`src/rtl/alu_pipe.sv`:
```
// -----------------------------------------------------------------------------
// alu_pipe -- two-stage pipelined 8-function ALU with valid/ready handshaking.
//
// Stage S1 registers the accepted operands and command. Stage S2 registers the
// computed result and flags, and drives the output port. Together the two
// stages give one operation per cycle with no bubbles, and they hold at most
// two operations under backpressure.
//
// Parameters
//   WIDTH      operand/result width in bits (2..64), default 32
//
// Ports
//   clk        clock; all state updates on the rising edge
//   rst_n      asynchronous active-low reset; clears both stages
//   in_valid   an operation is offered on operand_a/operand_b/command
//   in_ready   the offered operation is accepted this cycle
//   operand_a  first operand
//   operand_b  second operand
//   command    0 ADD, 1 SUB, 2 XOR, 3 SLT, 4 AND, 5 NAND, 6 NOR, 7 OR
//   out_valid  result and flags are valid
//   out_ready  the consumer takes the result this cycle
//   result     operation result
//   carryout   carry out of the MSB (SUB/SLT: 1 means no borrow)
//   overflow   signed overflow (ADD/SUB/SLT only)
//   zero       result is all zeros
//
// Optional feature (macro ALU_PIPE_STICKY_OVF_EN)
//   ovf_clear  input; clears the sticky overflow flag
//   ovf_sticky output; set by any transfer-out with overflow=1, cleared by
//              ovf_clear, set wins when both happen in the same cycle
// -----------------------------------------------------------------------------
module alu_pipe #(
  parameter int WIDTH = 32
) (
  input  logic             clk,
  input  logic             rst_n,
  input  logic             in_valid,
  output logic             in_ready,
  input  logic [WIDTH-1:0] operand_a,
  input  logic [WIDTH-1:0] operand_b,
  input  logic [2:0]       command,
  output logic             out_valid,
  input  logic             out_ready,
  output logic [WIDTH-1:0] result,
  output logic             carryout,
  output logic             overflow,
  output logic             zero
`ifdef ALU_PIPE_STICKY_OVF_EN
  ,
  input  logic             ovf_clear,
  output logic             ovf_sticky
`endif
);

  typedef enum logic [2:0] {
    CMD_ADD  = 3'd0,
    CMD_SUB  = 3'd1,
    CMD_XOR  = 3'd2,
    CMD_SLT  = 3'd3,
    CMD_AND  = 3'd4,
    CMD_NAND = 3'd5,
    CMD_NOR  = 3'd6,
    CMD_OR   = 3'd7
  } cmd_e;

  // Everything S2 presents on the output port.
  typedef struct packed {
    logic [WIDTH-1:0] result;
    logic             carry;
    logic             ovf;
    logic             zero;
  } alu_out_t;

  // ---------------------------------------------------------------------------
  // State
  // ---------------------------------------------------------------------------
  logic             s1_valid_q, s1_valid_d;
  logic [WIDTH-1:0] s1_a_q,     s1_a_d;
  logic [WIDTH-1:0] s1_b_q,     s1_b_d;
  cmd_e             s1_cmd_q,   s1_cmd_d;

  logic             s2_valid_q, s2_valid_d;
  alu_out_t         s2_q,       s2_d;

  // ---------------------------------------------------------------------------
  // Handshake
  // ---------------------------------------------------------------------------
  logic s1_adv;   // S1 content moves into S2 at the next edge
  logic accept;   // input transfer at the next edge
  logic xfer_out; // output transfer at the next edge

  always_comb begin
    xfer_out = s2_valid_q && out_ready;
    // S2 can take new content when it is empty or is emptying this cycle.
    s1_adv   = !s2_valid_q || out_ready;
    // Depends only on state and out_ready, never on in_valid.
    in_ready = !s1_valid_q || s1_adv;
    accept   = in_valid && in_ready;
  end

  // ---------------------------------------------------------------------------
  // ALU datapath, evaluated on the S1 contents
  // ---------------------------------------------------------------------------
  logic             is_sub;
  logic [WIDTH-1:0] b_eff;
  logic [WIDTH:0]   sum;
  logic             c_into_msb;
  logic             add_ovf;
  alu_out_t         alu_out;

  // NOTE: every signal written in an always_comb gets a value before any
  // branch, so no path leaves it unassigned and no latch is inferred.
  always_comb begin
    is_sub     = (s1_cmd_q == CMD_SUB) || (s1_cmd_q == CMD_SLT);
    // Subtraction reuses the adder as A + ~B + 1.
    b_eff      = is_sub ? ~s1_b_q : s1_b_q;
    sum        = {1'b0, s1_a_q} + {1'b0, b_eff} + {{WIDTH{1'b0}}, is_sub};
    // The MSB sum bit is a ^ b ^ carry_in, so the carry into the MSB falls out
    // of the sum without a second adder.
    c_into_msb = sum[WIDTH-1] ^ s1_a_q[WIDTH-1] ^ b_eff[WIDTH-1];
    add_ovf    = c_into_msb ^ sum[WIDTH];

    alu_out        = '0;
    alu_out.result = sum[WIDTH-1:0];
    alu_out.carry  = sum[WIDTH];
    alu_out.ovf    = add_ovf;

    unique case (s1_cmd_q)
      CMD_ADD, CMD_SUB: begin
        alu_out.result = sum[WIDTH-1:0];
      end
      CMD_SLT: begin
        // Signed less-than: sign of A-B corrected by its overflow.
        alu_out.result = {{(WIDTH-1){1'b0}}, sum[WIDTH-1] ^ add_ovf};
      end
      CMD_XOR: begin
        alu_out.result = s1_a_q ^ s1_b_q;
        alu_out.carry  = 1'b0;
        alu_out.ovf    = 1'b0;
      end
      CMD_AND: begin
        alu_out.result = s1_a_q & s1_b_q;
        alu_out.carry  = 1'b0;
        alu_out.ovf    = 1'b0;
      end
      CMD_NAND: begin
        alu_out.result = ~(s1_a_q & s1_b_q);
        alu_out.carry  = 1'b0;
        alu_out.ovf    = 1'b0;
      end
      CMD_NOR: begin
        alu_out.result = ~(s1_a_q | s1_b_q);
        alu_out.carry  = 1'b0;
        alu_out.ovf    = 1'b0;
      end
      CMD_OR: begin
        alu_out.result = s1_a_q | s1_b_q;
        alu_out.carry  = 1'b0;
        alu_out.ovf    = 1'b0;
      end
      default: begin
        alu_out = '0;
      end
    endcase

    alu_out.zero = (alu_out.result == '0);
  end

  // ---------------------------------------------------------------------------
  // Next-state logic
  // ---------------------------------------------------------------------------
  always_comb begin
    s1_valid_d = s1_valid_q;
    s1_a_d     = s1_a_q;
    s1_b_d     = s1_b_q;
    s1_cmd_d   = s1_cmd_q;
    s2_valid_d = s2_valid_q;
    s2_d       = s2_q;

    // S1: load on accept, otherwise empty out when its content moves on.
    if (accept) begin
      s1_valid_d = 1'b1;
      s1_a_d     = operand_a;
      s1_b_d     = operand_b;
      s1_cmd_d   = cmd_e'(command);
    end else if (s1_adv) begin
      s1_valid_d = 1'b0;
    end

    // S2: take S1 when allowed; otherwise hold, keeping the outputs stable
    // while the consumer stalls.
    if (s1_adv) begin
      s2_valid_d = s1_valid_q;
      if (s1_valid_q) begin
        s2_d = alu_out;
      end
    end
  end

  // ---------------------------------------------------------------------------
  // Registers
  // ---------------------------------------------------------------------------
  // NOTE: sequential state uses non-blocking assignments so every flop samples
  // the pre-edge values regardless of statement order.
  always_ff @(posedge clk or negedge rst_n) begin
    if (!rst_n) begin
      s1_valid_q <= 1'b0;
      s2_valid_q <= 1'b0;
      // NOTE: the S1 data flops are reset only for deterministic simulation;
      // the S2 payload must reset because it drives the output port directly
      // and must read as zero during reset.
      s1_a_q     <= '0;
      s1_b_q     <= '0;
      s1_cmd_q   <= CMD_ADD;
      s2_q       <= '0;
    end else begin
      s1_valid_q <= s1_valid_d;
      s1_a_q     <= s1_a_d;
      s1_b_q     <= s1_b_d;
      s1_cmd_q   <= s1_cmd_d;
      s2_valid_q <= s2_valid_d;
      s2_q       <= s2_d;
    end
  end

`ifdef ALU_PIPE_STICKY_OVF_EN
  // ---------------------------------------------------------------------------
  // Sticky overflow: set by an overflowing transfer-out, set beats clear.
  // ---------------------------------------------------------------------------
  logic ovf_sticky_q, ovf_sticky_d;

  always_comb begin
    ovf_sticky_d = ovf_sticky_q;
    if (xfer_out && s2_q.ovf) begin
      ovf_sticky_d = 1'b1;
    end else if (ovf_clear) begin
      ovf_sticky_d = 1'b0;
    end
  end

  always_ff @(posedge clk or negedge rst_n) begin
    if (!rst_n) begin
      ovf_sticky_q <= 1'b0;
    end else begin
      ovf_sticky_q <= ovf_sticky_d;
    end
  end

  assign ovf_sticky = ovf_sticky_q;
`else
  // Output transfer is only observed by the sticky flag.
  logic unused_xfer_out;
  assign unused_xfer_out = xfer_out;
`endif

  // ---------------------------------------------------------------------------
  // Outputs
  // ---------------------------------------------------------------------------
  assign out_valid = s2_valid_q;
  assign result    = s2_q.result;
  assign carryout  = s2_q.carry;
  assign overflow  = s2_q.ovf;
  assign zero      = s2_q.zero;

endmodule

```
`config.mk`:
```
export PLATFORM = sky130hd
export DESIGN_NAME = alu_pipe
export DESIGN_NICKNAME = d
export VERILOG_FILES = /design/src/rtl/alu_pipe.sv
export SDC_FILE = /design/constraint.sdc
export NUM_CORES = 1
export LEC_CHECK = 0
export BUFFER_PORTS_ARGS = -buffer_cell sky130_fd_sc_hd__clkbuf_2
export CAP_MARGIN = 30
export CORE_MARGIN = 2
export CORE_UTILIZATION = 50
export CTS_CLUSTER_DIAMETER = 50
export DETAILED_ROUTE_END_ITERATION = 12
export PLACE_DENSITY = 0.75
export SLEW_MARGIN = 25
export SYNTH_ARGS = -nofsm -noshare
export SYNTH_HDL_FRONTEND = slang
export SYNTH_SLANG_ARGS = --single-unit
export TNS_END_PERCENT = 1
```
`constraint.sdc`:
```
create_clock -name clk -period 3.6 [get_ports clk]
set_input_delay 0.72 -clock clk [delete_from_list [all_inputs] [get_ports clk]]
set_output_delay 0.72 -clock clk [all_outputs]
set_load 0.1 [all_outputs]
```
Word level (Yosys, flattened, before mapping). Index checks and enable logic that the tools add are counted. W data, S select, Z words.

Divide/modulo/power cells: 0. Equal/unequal tests: 7. Reductions and logical operators: 12. Multiplexer cells: 5. Shift operators: 0. $add $sub $neg: 2. Magnitude comparators: 0. Bitwise gates (word level): 10. $mul: 0.

Operators by type and width (number): $pmux W32 S7 (1); $not A32 Y32 (3); $add A32 B32 Y33 (1); $add A33 B1 Y33 (1); $and A32 B32 Y32 (1); $logic_not A32 Y1 (1); $mux W32 (1); $or A32 B32 Y32 (1); $xor A32 B32 Y32 (1); $eq A3 B3 Y1 const B (4); $eq A3 B2 Y1 const B (2); $reduce_or A5 Y1 (1); $xor A1 B1 Y1 (4); $eq A3 B1 Y1 const B (1); $logic_not A3 Y1 (1); $logic_or A1 B1 Y1 (3); $logic_not A1 Y1 (2); $mux W1 (2); $mux W2 (1); $reduce_and A2 Y1 (1); $reduce_bool A2 Y1 (1); $reduce_or A2 Y1 (1); $logic_and A1 B1 Y1 (1).

Memories kept: 0. RAM bits: 0. Bits in read-only memories: 0. Latch bits: 0. Bits of input ports: 71. Register bits after elaboration: 104. Logic and storage cells: 45. Output and inout bits: 37.

Logic depth before layout (Yosys ltp).
Depth after elaboration: 11. Gate-level depth with buffers: 17. Gate-level depth less buffers: 13.

Worst setup path before layout. Ideal clock, no wire load.

Path type: reg2reg. Start point: register s1_cmd_q[2]. End point: register s2_q, in the netlist zero. Library setup time: 0.123 ns. Buffers on the path: 3. Path slack: -0.318 ns. Period minus slack after synthesis: 3.918 ns. Required time: 3.477 ns. Cell stages (with the launch flop): 17. Data arrival time: 3.795 ns. Cell sequence: dfrtp_1 > buf_2 > nand2b_1 > buf_2 > buf_1 > xnor2_1 > fa_1 > a211oi_1 > o31ai_2 > o21ai_1 > a2111oi_2 > nor4b_4 > o211ai_1 > a31oi_2 > xnor2_1 > a31oi_1 > a32o_2.

Longest elaborated chain between the ends: 11. Elaborated cells between the ends (all ways): 19. Those cells by class: add/sub (2); eq/ne (7); mux (2); bitwise (4); reduce/logical (4).

RTL lines: from (decl) (line 80) `cmd_e s1_cmd_q, s1_cmd_d;`; from (signal assigned) (line 220) `s1_cmd_q <= s1_cmd_d;`; $eq A3 B1 Y1 or $eq A3 B2 Y1 (tied branches) (line 114, 128); $logic_or A1 B1 Y1 (line 114) `is_sub = (s1_cmd_q == CMD_SUB) || (s1_cmd_q == CMD_SLT);`; $mux W32 (line 116) `b_eff = is_sub ? ~s1_b_q : s1_b_q;`; $add A32 B32 Y33 (line 117) `sum = {1'b0, s1_a_q} + {1'b0, b_eff} + {{WIDTH{1'b0}}, is_sub};`; $add A33 B1 Y33 (line 117); $xor A1 B1 Y1 (2 in series) (line 120) `c_into_msb = sum[WIDTH-1] ^ s1_a_q[WIDTH-1] ^ b_eff[WIDTH-1];`; $xor A1 B1 Y1 (line 121) `add_ovf = c_into_msb ^ sum[WIDTH];`; $xor A1 B1 Y1 (line 134) `alu_out.result = {{(WIDTH-1){1'b0}}, sum[WIDTH-1] ^ add_ovf};`; $pmux W32 S7 (*) (line 128) `unique case (s1_cmd_q)`; $logic_not A32 Y1 (*) (line 166) `alu_out.zero = (alu_out.result == '0);`; to (signal assigned) (line 215) `s2_q <= '0;`; to (signal assigned) (line 222) `s2_q <= s2_d;`; to (decl) (line 83) `alu_out_t s2_q, s2_d;`.

Every way passes the cells marked *; elsewhere a longest branch is shown, timed or not. A chain may end at the register's enable or synchronous reset.

Final worst setup path. Ends and elaborated chain as after synthesis.

==> flow_metrics.py <==
metrics = {
    "status": {
        "status": "finished with violations",
        "violations": "negative setup slack",
    },
    "power": {
        "powerDensity_nw_per_um2": 757.9,
        "peakVddDrop_uv": 720.4,
        "cellLeakagePower_nw": 5.143,
    },
    "timing": {
        "final-setup-viol-count": 2,
        "fin_crit_ps": 3676,
        "final-hold-violation-count": 0,
        "fin_ws_ps": -76.13,
        "max_slew.worst_pin.slew_ps": 735.5,
        "relSlewSlack": 0.5097,
        "setup_tns_ps": -134.2,
        "rsz0062_at_grt": "yes",
        "finalClockSkew_ps": 10.73,
        "drv_slew": 0,
        "fmax_mhz": 272.0,
        "fin_crit_sh": 1.021,
    },
    "clock_tree": {
        "path_clk_slew_ps": 70,
        "insertion_delay_ps": 360,
        "ctsLongestPathBuffers": 2,
        "cts_tree": "yes",
        "h-tree-depth": 3,
        "numCtsBuffers": 9,
        "clock-sinks": 104,
        "cts_root_buf": "clkbuf_16",
    },
    "routing": {
        "first_pass_iters": 5,
        "drt-total-wl_microns": 22990,
        "post_drt_via_cell_ratio": 5.590,
        "wire_per_inst_microns": 17.14,
        "ant_nets": 0,
        "vias": 7496,
        "route.detailed.drc": 0,
        "drt_iter0_markers": 599,
    },
    "layout": {
        "nets": 1278,
        "final_cell_mix": "buf_4 (136), clkbuf_2 (106), dfrtp_1 (102)",
        "drive_gt1_frac": 0.3495,
        "final_area_sq_um": 10750,
        "num_antenna_cells": 0,
        "layout_commonest_cell": "buf_4",
        "fin_util": 0.6280,
        "synthToLayoutAreaGrowth_pct": 24.29,
    },
    "yosys": {
        "avgSynthCellArea_sq_um": 9.493,
        "synthAdderAreaFrac": 0.1398,
        "yosysUniqueCellTypes": 72,
        "synth_cells": 911,
        "synth_fp_nets": 1078,
        "ys.flop_type": "dfrtp_1",
        "synthArstFlopShare": 1.000,
        "synth_top_family_by_area": "compound AO/OA/AOI/OAI gates",
        "synthMuxAreaShare": 0.1238,
        "ys_seq_area_frac": 0.3009,
        "synth_edf_count": 0,
        "ys_warn_count": 0,
        "synth_seq_cells": 104,
        "synthSimpleGateAreaFrac": 0.08854,
        "synth_xor_area_frac": 0.1084,
        "netlist_area_sq_um": 8648,
        "synth-compound-area-share": 0.1788,
    },
    "setup_path": {
        "critPathCaptureType": "flip-flop",
        "path_class": "reg2reg",
        "reg2reg_depth": 15,
        "required_ps": 3840,
        "worstPathMaxFanout": 11,
        "r2r_end": "zero",
        "cp-start-kind": "flip-flop",
        "worstPathArrival_ps": 3920,
        "critPathCapture": "zero",
        "cp-startpoint": "s1_cmd_q[2]",
        "r2r-start": "s1_cmd_q[2]",
        "r2r_slack_ps": -80,
    },
    "run": {
        "cap_viol_max_count": 0,
    },
    "placement": {
        "pre_cts_ws_ps": -224.2,
        "gp_congestion": 1.024,
        "dp.final_hpwl_microns": 17920,
        "io_buffers": 107,
        "dpl_cell_area_sq_um": 10220,
    },
    "global_routing": {
        "gr-usage-all-layers": 0.2574,
        "grt_overflow": 0,
        "grt_pass1_vias": 7334,
        "grt_pass1_wl_microns": 37440,
        "grt_max_degree": 58,
        "antenna_found_initial": 0,
    },
    "floorplan": {
        "die-area_sq_um": 18360,
        "die_y_microns": 135.5,
        "start_util": 0.5053,
        "io_pins": 108,
        "coreArea_sq_um": 17120,
        "die_x_microns": 135.5,
        "rows": 48,
    },
    "worst_hold_path": {
        "worstHoldPathType": "in2async",
    },
}
[sequential cells by signal, indices dropped and copies added (netlist names), 3 cells and up]
name	cells
s1_b_q	32
result	32
s1_cmd_q	3
s1_a_q	32
[through the flow]
step / hold WS [ps] / cells / power [mW]
floorplan: 424.4 / 911 / 5.330
global route: 482.0 / 1341 / 8.656
finish: 404.9 / 1341 / 8.146
CTS: 446.3 / 1333 / 7.989
global placement: 461.1 / 1311 / 6.857
detailed placement: 467.6 / 1311 / 6.921
[report_power, final]
group | switching (mW) | internal [mW] | total [mW]
Combinational | 3.40 | 2.11 | 5.51
Sequential | 0.252 | 1.45 | 1.70
Clock | 0.449 | 0.490 | 0.940
[what timing repair did]
item,4_1_cts,5_1_grt
cloned,0,0
gates resized for setup,19,18
setup buffers,6,9
setup endpoints to repair,4,10
hold endpoints to repair,0,0
pin swaps,8,17
hold buffers,0,0
[worst min path at each step]
stage,startpoint,endpoint,cells past startpoint,slack [ps]
2_1_floorplan,rst_n,carryout,0,420
3_3_place_gp,result[27],result[27],2,460
3_5_place_dp,result[12],result[12],1,470
4_1_cts,rst_n,result[20],1,450
5_1_grt,rst_n,result[20],1,480
6_report,rst_n,result[20],1,400
[area by class of cell]
class	instances	area, sq um
timing repair buffer	245	1603
tap	225	281.5
clock buffer	12	246.5
inverter	74	277.8
clock inverter	4	30.03
fill	1438	6367
sequential	104	2605
multi-input combinational	677	5705
[Yosys cell counts (all sizes together), types with 4 or more instances]
cell type	instances	area share
o211ai	7	0.0061
nand3b	5	0.0043
mux2i	17	0.020
a21o	17	0.015
a311oi	4	0.0041
a21boi	14	0.012
a2111oi	4	0.0055
nand2b	12	0.0087
xnor2	94	0.095
buf	16	0.010
a31oi	8	0.0072
a21oi	51	0.030
xor2	13	0.013
nor2	27	0.012
nor3	10	0.0058
nand2	50	0.022
and2	8	0.0062
a211oi	12	0.011
dfrtp	104	0.30
clkbuf	40	0.018
o21ai	43	0.025
ha	95	0.14
inv	74	0.032
o221ai	5	0.0051
mux2	80	0.10
nand4	12	0.0087
a22oi	7	0.0061
nand3	12	0.0069
o22ai	20	0.014
[critical path, cell delays in order, from the launching register on]
cell and delay [ps]:
dfrtp_1 400, nand2b_4 170, buf_12 150, buf_6 140, xnor2_1 120, ha_1 330, buf_4 160, a221o_1 350
a21oi_2 180, a211oi_2 110, nor4b_4 400, o211ai_1 170, a31oi_2 290, xnor2_2 160, a31oi_2 120, a32o_2 290
[routing by layer]
metal | global-route usage | share of wire | vias to the layer above
li1 | - | - | 3630
met4 | 0.06655 | 0.017 | 0
met5 | 0 | 0 | -
met1 | 0.3603 | 0.46 | 3604
met2 | 0.4179 | 0.46 | 227
met3 | 0.03928 | 0.058 | 35
[cell families (layout without fill, tap and decap cells)]
kind of cell	Yosys count	after routing
DFF	104	104
AOI/OAI and AO/OA	226	226
muxes	97	97
adders and majority gates	96	96
buffers and inverters	130	335
and+or+nand+nor	151	151
xor gates and xnor gates	107	107
Note: power is estimated with default switching activity, not from simulation.
